--- src/rtl/prince_seq_ctrl.sv ---
// Sequencing controller wrapping a combinational unrolled PRINCE core with a multicycle settle window.
// Optional decrypt path enabled by defining PRINCE_DEC_EN.
module prince_seq_ctrl #(
   parameter int unsigned SETTLE_CYCLES = 3
) (
   input  logic           clk,
   input  logic           rst_n,
   input  logic           key_we,
   input  logic [127:0]   key_in,
   input  logic           in_valid,
   output logic           in_ready,
   input  logic           in_dec,
   input  logic [63:0]    plaintext,
   output logic           out_valid,
   input  logic           out_ready,
   output logic [63:0]    ciphertext,
   output logic           busy
);
   localparam int unsigned CNT_W = 4;
   localparam int unsigned BLK_W = 64;
   localparam int unsigned KEY_W = 128;

   localparam logic [3:0] SBOX [16] = '{4'hB, 4'hF, 4'h3, 4'h2, 4'hA, 4'hC, 4'h9, 4'h1,
                                        4'h6, 4'h7, 4'h8, 4'h0, 4'hE, 4'h5, 4'hD, 4'h4};
   localparam logic [3:0] SINV [16] = '{4'hB, 4'h7, 4'h3, 4'h2, 4'hF, 4'hD, 4'h8, 4'h9,
                                        4'hA, 4'h6, 4'h4, 4'h0, 4'h5, 4'hE, 4'hC, 4'h1};
   localparam logic [BLK_W-1:0] RC [12] = '{
      64'h0000000000000000, 64'h13198a2e03707344, 64'ha4093822299f31d0,
      64'h082efa98ec4e6c89, 64'h452821e638d01377, 64'hbe5466cf34e90c6c,
      64'h7ef84f78fd955cb1, 64'h85840851f1ac43aa, 64'hc882d32f25323c54,
      64'h64a51195e0e3610d, 64'hd3b5a399ca0c2399, 64'hc0ac29b7c97c50dd};

   if (SETTLE_CYCLES == 0 || SETTLE_CYCLES > 15) begin : g_bad_settle
      $error("SETTLE_CYCLES must be in 1..15");
   end

   function automatic logic [BLK_W-1:0] f_rot(input logic [BLK_W-1:0] x);
      return {x[0], x[63:1]} ^ {63'b0, x[63]};
   endfunction

   function automatic logic [BLK_W-1:0] sub_nib(input logic [BLK_W-1:0] x, input logic inv);
      logic [BLK_W-1:0] y;
      y = '0;
      for (int i = 0; i < 16; i++)
         y[4*i +: 4] = inv ? SINV[x[4*i +: 4]] : SBOX[x[4*i +: 4]];
      return y;
   endfunction

   // M' layer: chunks (MSB to LSB) use M^0, M^1, M^1, M^0; nibble/bit indices counted from the MSB
   function automatic logic [BLK_W-1:0] m_prime(input logic [BLK_W-1:0] x);
      logic [BLK_W-1:0] y;
      logic             b;
      int               s;
      y = '0;
      for (int c = 0; c < 4; c++) begin
         s = (c == 1 || c == 2) ? 1 : 0;
         for (int j = 0; j < 4; j++) begin
            for (int i = 0; i < 4; i++) begin
               b = 1'b0;
               for (int k = 0; k < 4; k++)
                  if (((j + k + s) % 4) != i) b = b ^ x[16*c + 4*(3-k) + (3-i)];
               y[16*c + 4*(3-j) + (3-i)] = b;
            end
         end
      end
      return y;
   endfunction

   function automatic logic [BLK_W-1:0] shift_rows(input logic [BLK_W-1:0] x, input logic inv);
      logic [BLK_W-1:0] y;
      int               q;
      y = '0;
      for (int p = 0; p < 16; p++) begin
         q = (5 * p) % 16;
         if (inv) y[4*(15-q) +: 4] = x[4*(15-p) +: 4];
         else     y[4*(15-p) +: 4] = x[4*(15-q) +: 4];
      end
      return y;
   endfunction

   function automatic logic [BLK_W-1:0] prince_core(input logic [BLK_W-1:0] pt,
                                                     input logic [BLK_W-1:0] k0,
                                                     input logic [BLK_W-1:0] k1);
      logic [BLK_W-1:0] s;
      s = pt ^ k0 ^ k1 ^ RC[0];
      for (int r = 1; r <= 5; r++)
         s = shift_rows(m_prime(sub_nib(s, 1'b0)), 1'b0) ^ RC[r] ^ k1;
      s = sub_nib(m_prime(sub_nib(s, 1'b0)), 1'b1);
      for (int r = 6; r <= 10; r++)
         s = sub_nib(m_prime(shift_rows(s ^ RC[r] ^ k1, 1'b1)), 1'b1);
      return s ^ RC[11] ^ k1 ^ f_rot(k0);
   endfunction

   typedef enum logic [1:0] {IDLE, SETTLE, HOLD} state_t;

   state_t            state_q, state_d;
   logic [KEY_W-1:0]  key_q, key_d;
   logic [BLK_W-1:0]  blk_q, blk_d;
   logic [CNT_W-1:0]  cnt_q, cnt_d;
   logic [BLK_W-1:0]  ct_q, ct_d;
   logic              ov_q, ov_d;
   logic              in_rdy_q, in_rdy_d;
   logic              busy_q, busy_d;
   logic [BLK_W-1:0]  k0, k1, core_k0, core_k1, result;

   assign k0 = key_q[127:64];
   assign k1 = key_q[63:0];

`ifdef PRINCE_DEC_EN
   localparam logic [BLK_W-1:0] ALPHA = 64'hC0AC29B7C97C50DD;
   logic mode_q, mode_d;

   // Decrypt reuses the core with the reflected key; output whitening corrected back to k0
   assign core_k0 = mode_q ? f_rot(k0) : k0;
   assign core_k1 = mode_q ? (k1 ^ ALPHA) : k1;
   assign result  = prince_core(blk_q, core_k0, core_k1) ^ (mode_q ? (f_rot(f_rot(k0)) ^ k0) : '0);

   always_ff @(posedge clk or negedge rst_n) begin
      if (!rst_n) mode_q <= 1'b0;
      else        mode_q <= mode_d;
   end

   always_comb begin
      mode_d = mode_q;
      if (state_q == IDLE && in_valid) mode_d = in_dec;
   end
`else
   logic unused_in_dec;
   assign unused_in_dec = in_dec;
   assign core_k0 = k0;
   assign core_k1 = k1;
   assign result  = prince_core(blk_q, core_k0, core_k1);
`endif

   always_ff @(posedge clk or negedge rst_n) begin
      if (!rst_n) begin
         state_q  <= IDLE;
         key_q    <= '0;
         blk_q    <= '0;
         cnt_q    <= '0;
         ct_q     <= '0;
         ov_q     <= 1'b0;
         in_rdy_q <= 1'b1;
         busy_q   <= 1'b0;
      end else begin
         state_q  <= state_d;
         key_q    <= key_d;
         blk_q    <= blk_d;
         cnt_q    <= cnt_d;
         ct_q     <= ct_d;
         ov_q     <= ov_d;
         in_rdy_q <= in_rdy_d;
         busy_q   <= busy_d;
      end
   end

   always_comb begin
      state_d = state_q;
      key_d   = key_q;
      blk_d   = blk_q;
      cnt_d   = cnt_q;
      ct_d    = ct_q;
      ov_d    = ov_q;
      case (state_q)
         IDLE: begin
            if (key_we) key_d = key_in;
            if (in_valid) begin
               blk_d   = plaintext;
               cnt_d   = CNT_W'(SETTLE_CYCLES - 1);
               state_d = SETTLE;
            end
         end
         SETTLE: begin
            if (cnt_q == '0) begin
               ct_d    = result;
               ov_d    = 1'b1;
               state_d = HOLD;
            end else begin
               cnt_d = cnt_q - CNT_W'(1);
            end
         end
         HOLD: begin
            if (out_ready) begin
               ov_d    = 1'b0;
               state_d = IDLE;
            end
         end
         default: state_d = IDLE;
      endcase
      in_rdy_d = (state_d == IDLE);
      busy_d   = (state_d != IDLE);
   end

   assign in_ready   = in_rdy_q;
   assign out_valid  = ov_q;
   assign ciphertext = ct_q;
   assign busy       = busy_q;

endmodule

--- config.mk ---
export PLATFORM = sky130hd
export DESIGN_NAME = prince_seq_ctrl
export DESIGN_NICKNAME = d
export VERILOG_FILES = /design/src/rtl/prince_seq_ctrl.sv
export SDC_FILE = /design/constraint.sdc
export NUM_CORES = 2
export LEC_CHECK = 0
export BUFFER_PORTS_ARGS = -buffer_cell sky130_fd_sc_hd__buf_2
export CORE_ASPECT_RATIO = 1.75
export CORE_UTILIZATION = 35
export CTS_BUF_LIST = sky130_fd_sc_hd__clkbuf_8 sky130_fd_sc_hd__clkbuf_16
export DETAILED_ROUTE_END_ITERATION = 8
export GPL_TIMING_DRIVEN = 1
export SYNTH_ARGS = -nofsm -noshare
export SYNTH_HDL_FRONTEND = slang
export SYNTH_SLANG_ARGS = --single-unit
--- constraint.sdc ---
create_clock -name clk -period 23.3 [get_ports clk]
set_input_delay 3.495 -clock clk [delete_from_list [all_inputs] [get_ports clk]]
set_output_delay 3.495 -clock clk [all_outputs]
set_load 0.02 [all_outputs]
* Word level (Yosys, flattened, before mapping)
Memories as Yosys holds them, arrays and structs flattened.
Index checks and enable logic that the tools add are counted.
Widths: inputs -> output; s select.
** Operators by class
- Reductions and logical operators :: 11
- Multiplexer cells :: 394
- Eq/ne operators :: 6
- Bitwise logic cells :: 1450
- Add/sub/neg operators :: 1
- Magnitude comparators :: 192
** Operator list (number)
- $mux 4 :: 386
- $xor 1x1->1 :: 1232
- $ge 5x5->1 const B :: 192
- $not 4->5 :: 192
- $xor 64x64->64 :: 14
- $not 25->25 :: 3
- $xor 64x1->64 :: 1
- $not 27->27 :: 2
- $not 39->39 :: 1
- $not 33->33 :: 1
- $not 32->32 :: 1
- $not 31->31 :: 1
- $not 30->30 :: 1
- $not 28->28 :: 1
- $ne 2x2->1 const B :: 4
- $pmux 4 s2 :: 1
- $mux 2 :: 3
- $pmux 2 s3 :: 1
- $reduce_and 2->1 :: 3
- $reduce_and 3->1 :: 2
- $reduce_bool 2->1 :: 3
- $logic_not 2->1 :: 2
- $logic_not 4->1 :: 1
- $sub 4x1->4 const B :: 1
- other kinds (4) :: 5
** Word-level totals
- Memory bits (read-only) :: 12288
- Register bits after elaboration :: 265
- Memories kept :: 192
- Output and inout port bits :: 67
- Logic and storage cells :: 2254
** Memories
- (no name shown) :: words 16, bits a word 4, rd ports 1, clocked after memory_dff 0, write ports 0, line 45 : y[4*i +: 4] = inv ? SINV[x[4*i +: 4]] : SBOX[x[4*i +: 4]];
- (no name shown) :: words 16, bits a word 4, rd ports 1, clocked after memory_dff 0, write ports 0, line 45
- (no name shown) :: words 16, bits a word 4, rd ports 1, clocked after memory_dff 0, write ports 0, line 45
- (no name shown) :: words 16, bits a word 4, rd ports 1, clocked after memory_dff 0, write ports 0, line 45
- (no name shown) :: words 16, bits a word 4, rd ports 1, clocked after memory_dff 0, write ports 0, line 45
- (no name shown) :: words 16, bits a word 4, rd ports 1, clocked after memory_dff 0, write ports 0, line 45
- +186 memories

* Depth between registers and ports, before layout
- Depth after elaboration :: 95
- Depth in mapped cells :: 92
- Depth with buffers taken out :: 89

* Least setup slack after synthesis
No wires, ideal clock.
- Path type :: flip-flop to flip-flop
- Start point :: reg key_q[40]
- End point :: reg ct_q[23], in the netlist ciphertext[23]
- Required time :: 23168 ps
- Stages on the path, launching flop included :: 75
- Path slack :: 5751 ps
- Arrival time :: 17416 ps
- Cells stage by stage :: dfrtp_1 -> clkbuf_1 -> buf_1 -> xor2_1 -> inv_1 -> ha_1 -> mux4_2 -> xor2_1 -> xnor2_1 -> inv_1 -> ha_1 -> nor3b_1 -> a31oi_1 -> xnor2_1 -> xnor3_1 -> inv_1 -> ha_1 -> mux2_2 -> [39 not listed] -> inv_1 -> ha_1 -> inv_1 -> mux2i_1 -> o221ai_1 -> xnor2_1 -> xor3_1 -> mux2_1 -> o21ai_1 -> xor2_1 -> xor2_1 -> xor2_1 -> inv_2 -> ha_1 -> o21ai_0 -> o31ai_2 -> xnor2_1 -> o21ai_1
** Between the ends
- Word-level cells in the longest chain between the ends :: 93
** RTL lines
- start, declared :: line 97 : logic [KEY_W-1:0] key_q, key_d;
- start signal, assigned :: line 147 : key_q <= key_d;
- $xor 64x64->64 :: line 85 : s = pt ^ k0 ^ k1 ^ RC[0];
- $not 4->5 (not written as such) :: line 45
- $mem_v2 16x4
- $mux 4 (not written as such) (2 in a row) :: line 45
- $xor 1x1->1 (2 in a row) :: line 61 : if (((j + k + s) % 4) != i) b = b ^ x[16*c + 4*(3-k) + (3-i)];
- $not 25->25 (no source line)
- $xor 64x64->64 :: line 87 : s = shift_rows(m_prime(sub_nib(s, 1'b0)), 1'b0) ^ RC[r] ^ k1;
- $not 4->5 (not written as such) :: line 45
- [71 not listed]
- $mux 4 (not written as such) (2 in a row) :: line 45
- $not 31->31 (no source line)
- $xor 64x64->64 (*) :: line 90 : s = sub_nib(m_prime(shift_rows(s ^ RC[r] ^ k1, 1'b1)), 1'b1);
- $xor 1x1->1 (2 in a row) :: line 61
- $not 4->5 (not written as such) (*) :: line 45
- $mem_v2 16x4 (*)
- $mux 4 (not written as such) (*) (2 in a row) :: line 45
- $xor 64x64->64 (*) (2 in a row) :: line 91 : return s ^ RC[11] ^ k1 ^ f_rot(k0);
- end signal, assigned :: line 150 : ct_q <= ct_d;
- end, declared :: line 100 : logic [BLK_W-1:0] ct_q, ct_d;
Every way passes the cells marked *; elsewhere a longest branch is shown, timed or not. The select of a mux whose other input is x is not followed.
A chain may end at the register's enable or synchronous reset.

* Worst setup path in the final report
- Start point :: reg key_q[52]
- End point :: reg ct_q[11], in the netlist ciphertext[11]
** Between the ends
- Word-level cells in the longest chain between the ends :: 93
** RTL lines (line)
- $xor 64x64->64 :: 85
- $not 4->5 (not written as such) :: 45
- $mem_v2 16x4
- $mux 4 (not written as such) (2 in a row) :: 45
- $xor 1x1->1 (2 in a row) :: 61
- $not 25->25 (no source line)
- $xor 64x64->64 :: 87
- $not 4->5 (not written as such) :: 45
- [71 not listed]
- $mux 4 (not written as such) (2 in a row) :: 45
- $not 31->31 (no source line)
- $xor 64x64->64 (*) :: 90
- $xor 1x1->1 (2 in a row) :: 61
- $not 4->5 (not written as such) (*) :: 45
- $mem_v2 16x4 (*)
- $mux 4 (not written as such) (*) (2 in a row) :: 45
- $xor 64x64->64 (*) (2 in a row) :: 91
Marked as above.

==> run_results.csv <==
group,metric,value,unit
worst_hold_path,min-delay-start,"ciphertext[57]",
setup_path,critical_path_class,"flop to flop",
detailed_routing,wl_per_cell,29.8,um
layout,layout_common_cells,"xnor2_1, ha_1, inv_1, mux2i_1, xor2_1",
synth,synth_top_family_by_area,"XOR/XNOR gates",
worst_hold_path,hold_class,"flop to flop",
synth,synth_compound_area_share,15.9,%
detailed_routing,highest_layer,"met5",
setup_path,slowest_delay,990,ps
floorplanning,core,186000,um2
synth,synth_warnings,0,
cts,cts-root-buf,"clkbuf_16",
setup_path,r2r_start,"key_q[52]",
synth,synth_edf_count,0,
grt,grt_overflow,0,
sta,layout_min_cycle_time,22570,ps
sta,final.setup.tns,0,ps
cts,numClockSinks,265,
cts,clkSlewWorstSetupHoldPaths,70,ps
setup_path,worstPathRequired,23810,ps
cts,clk_path_buf_depth,3,
layout,nets,8262,
cts,cts_made_buffers,31,
setup_path,cp_common_cell,"ha_1",
synth,synth_nets,7985,
detailed_routing,drc_errors,155,
detailed_routing,totalWireLength,295000,um
synth,yosysSeqAreaShare,10.1,%
floorplanning,die-area,189000,um2
synth,avgSynthCellArea,9.17,um2
grt,grt_pass1_vias,55300,
layout,fillCellCount,18500,
cts,cts_tree,"done",
detailed_routing,met2_length,134000,um
grt,grt_usage,30.2,%
synth,synthMuxAreaShare,11.1,%
cts,holdBufCountCts,0,
floorplanning,die_width,329,um
floorplanning,rows,209,
synth,synthSimpleGateAreaFrac,12.4,%
run_status,status,"finished with violations",
sta,worst_pin_slew,1280,ps
synth,synth_ff_type,"dfrtp_1",
detailed_routing,wl_met3,19700,um
setup_path,setup.worst_path.start,"key_q[52]",
detailed_routing,final_antenna_net_count,0,
placed_design,place_congestion,1.05,
synth,synth_seq_cells,265,
synth,netlist_instances,7150,
cts,insertion_delay,690,ps
sta,fmax,44.3,MHz
setup_path,critPathLaunchType,"flop",
synth,synth_xor_area_share,33.7,%
sta,post-route-period-util,96.9,%
synth,yosysUniqueCellTypes,144,
setup_path,path_max_fanout,12,
run_status,violations,"design-rule violations",
sta,slew_violations,0,
job,drv_cap,0,
sta,slew_headroom,14.1,%
detailed_routing,first_pass_iters,9,
floorplanning,die_h,575,um
synth,syn_area,65600,um2
grt,grt_max_degree,97,
sta,hold_viol,0,
sta,finalSetupViolCount,0,
setup_path,worstPathArrival,23080,ps
detailed_routing,vias,57200,
setup_path,crit_slowest_cell,"dfrtp_1",
grt,grt_first_pass_wirelength,404000,um
cts,htree_num_levels,1,
synth,synth-async-reset-ratio,100,%
sta,rsz0062_at_grt,"false",
floorplanning,start_util,35.3,%
detailed_routing,drt_iter0_drc,4739,
detailed_routing,met1Wirelength,101000,um
detailed_routing,vias_per_cell,5.78,
layout,layout-drive-gt1-share,15.4,%
placed_design,port-buffer-count,263,
placed_design,dp.final_hpwl,241000,um
layout,syn2layout_area_growth,8.88,%
floorplanning,io_pins,265,
synth,synth_fa_ha_area_share,12.2,%
sta,fin_skew,35.9,ps
grt,antenna_found_initial,27,
setup_path,setup.worst_path.end_class,"flop",
layout,final_common_cell,"xnor2_1",
cts,post-cts-setup-buffers,0,
timing repair:
| item | in CTS | in global routing |
|---|---|---|
| gates resized for setup | 0 | 3 |
| setup endpoints to repair | 0 | 31 |
| endpoints found under the hold margin | 0 | 0 |
kinds of logic (layout without fill, tap and decap cells):
kind of cell / Yosys count / after routing
buffers and inverters: 749 / 1050
other: 0 / 15
muxes: 671 / 671
xor gates and xnor gates: 1827 / 1827
DFF: 265 / 265
adders and majority gates: 638 / 638
AOI/OAI and AO/OA: 1449 / 1449
and+or+nand+nor: 1551 / 1551
worst max-delay path: cells and delay by family, from the launching register on:
kind                       cells  cell delay, ps
AOI/OAI and AO/OA             11            3080
adders and majority gates     11            2920
buffers and inverters          8             780
and+or+nand+nor               14            3820
xor gates and xnor gates      20            7840
muxes                          8            2900
DFF                            1             990
worst paths after layout:
path	cells past startpoint	slack, ps	end
setup / recovery	72	730	ciphertext[11]
hold / removal	2	480	ciphertext[57]
setup reg to reg	72	730	ciphertext[11]
hold reg to reg	2	480	ciphertext[57]
max in group asynchronous	3	18040	key_q[28]
min in group asynchronous	1	2790	key_q[83]
layer usage:
| layer | GRT usage (%) | up-vias |
|---|---|---|
| met5 | 0 | - |
| met4 | 33.7 | 16 |
| met3 | 4.91 | 961 |
| met2 | 49.3 | 2493 |
| met1 | 31.1 | 27800 |
| li1 | - | 26000 |
stage by stage:
stage | area [um2] | setup slack (ps) | std cells | utilization (%) | hold slack [ps]
finish | 71400 | 729 | 9892 | 38.5 | 481
global route | 71400 | 1.51 | 9879 | 38.4 | 508
CTS | 71300 | 1210 | 9877 | 38.4 | 489
detailed placement | 70300 | 1310 | 9820 | 37.9 | 473
global placement | 70300 | 1710 | 9820 | 37.9 | 459
floorplan | 65600 | 5750 | 7150 | - | 472
cell type report:
type / instances / area [um2] / share of cell area [%]
Multi-Input combinational cell: 6136 / 56000 / 78.4
Sequential cell: 265 / 6640 / 9.29
Tap cell: 2426 / 3040 / 4.25
Timing Repair Buffer: 419 / 2500 / 3.50
Inverter: 574 / 2150 / 3.02
Clock buffer: 37 / 858 / 1.20
Clock inverter: 20 / 196 / 0.275
Antenna cell: 15 / 37.5 / 0.0526
sequential cells by signal (all words and copies together), names as in the netlist:
register    count
busy            1
blk_q          64
key_q         128
ciphertext     64
out_valid       1
in_ready        1
state_q         2
cnt_q           4
synthesized netlist by cell type (60+ instances only):
| library cell | instances | area (um2) |
|---|---|---|
| a211oi_1 | 113 | 848 |
| a21oi_1 | 218 | 1090 |
| a31oi_1 | 70 | 438 |
| and2_1 | 60 | 375 |
| and3_1 | 64 | 400 |
| clkbuf_1 | 89 | 334 |
| dfrtp_1 | 264 | 6610 |
| ha_1 | 637 | 7970 |
| inv_1 | 521 | 1960 |
| mux2_2 | 232 | 2610 |
| mux2i_1 | 397 | 3970 |
| nand2_1 | 361 | 1360 |
| nand2b_1 | 91 | 569 |
| nand3_1 | 130 | 651 |
| nor2_1 | 329 | 1230 |
| nor3_1 | 122 | 611 |
| o211ai_1 | 123 | 923 |
| o21ai_0 | 219 | 1100 |
| o21ai_1 | 90 | 450 |
| xnor2_1 | 954 | 8360 |
| xnor2_2 | 119 | 1940 |
| xnor3_1 | 232 | 5230 |
| xor2_1 | 376 | 3290 |
| xor3_1 | 74 | 1760 |
Power is left out: the tool's default activity adds up to more than one toggle a clock period on the data nets, which glitch-free logic cannot reach.
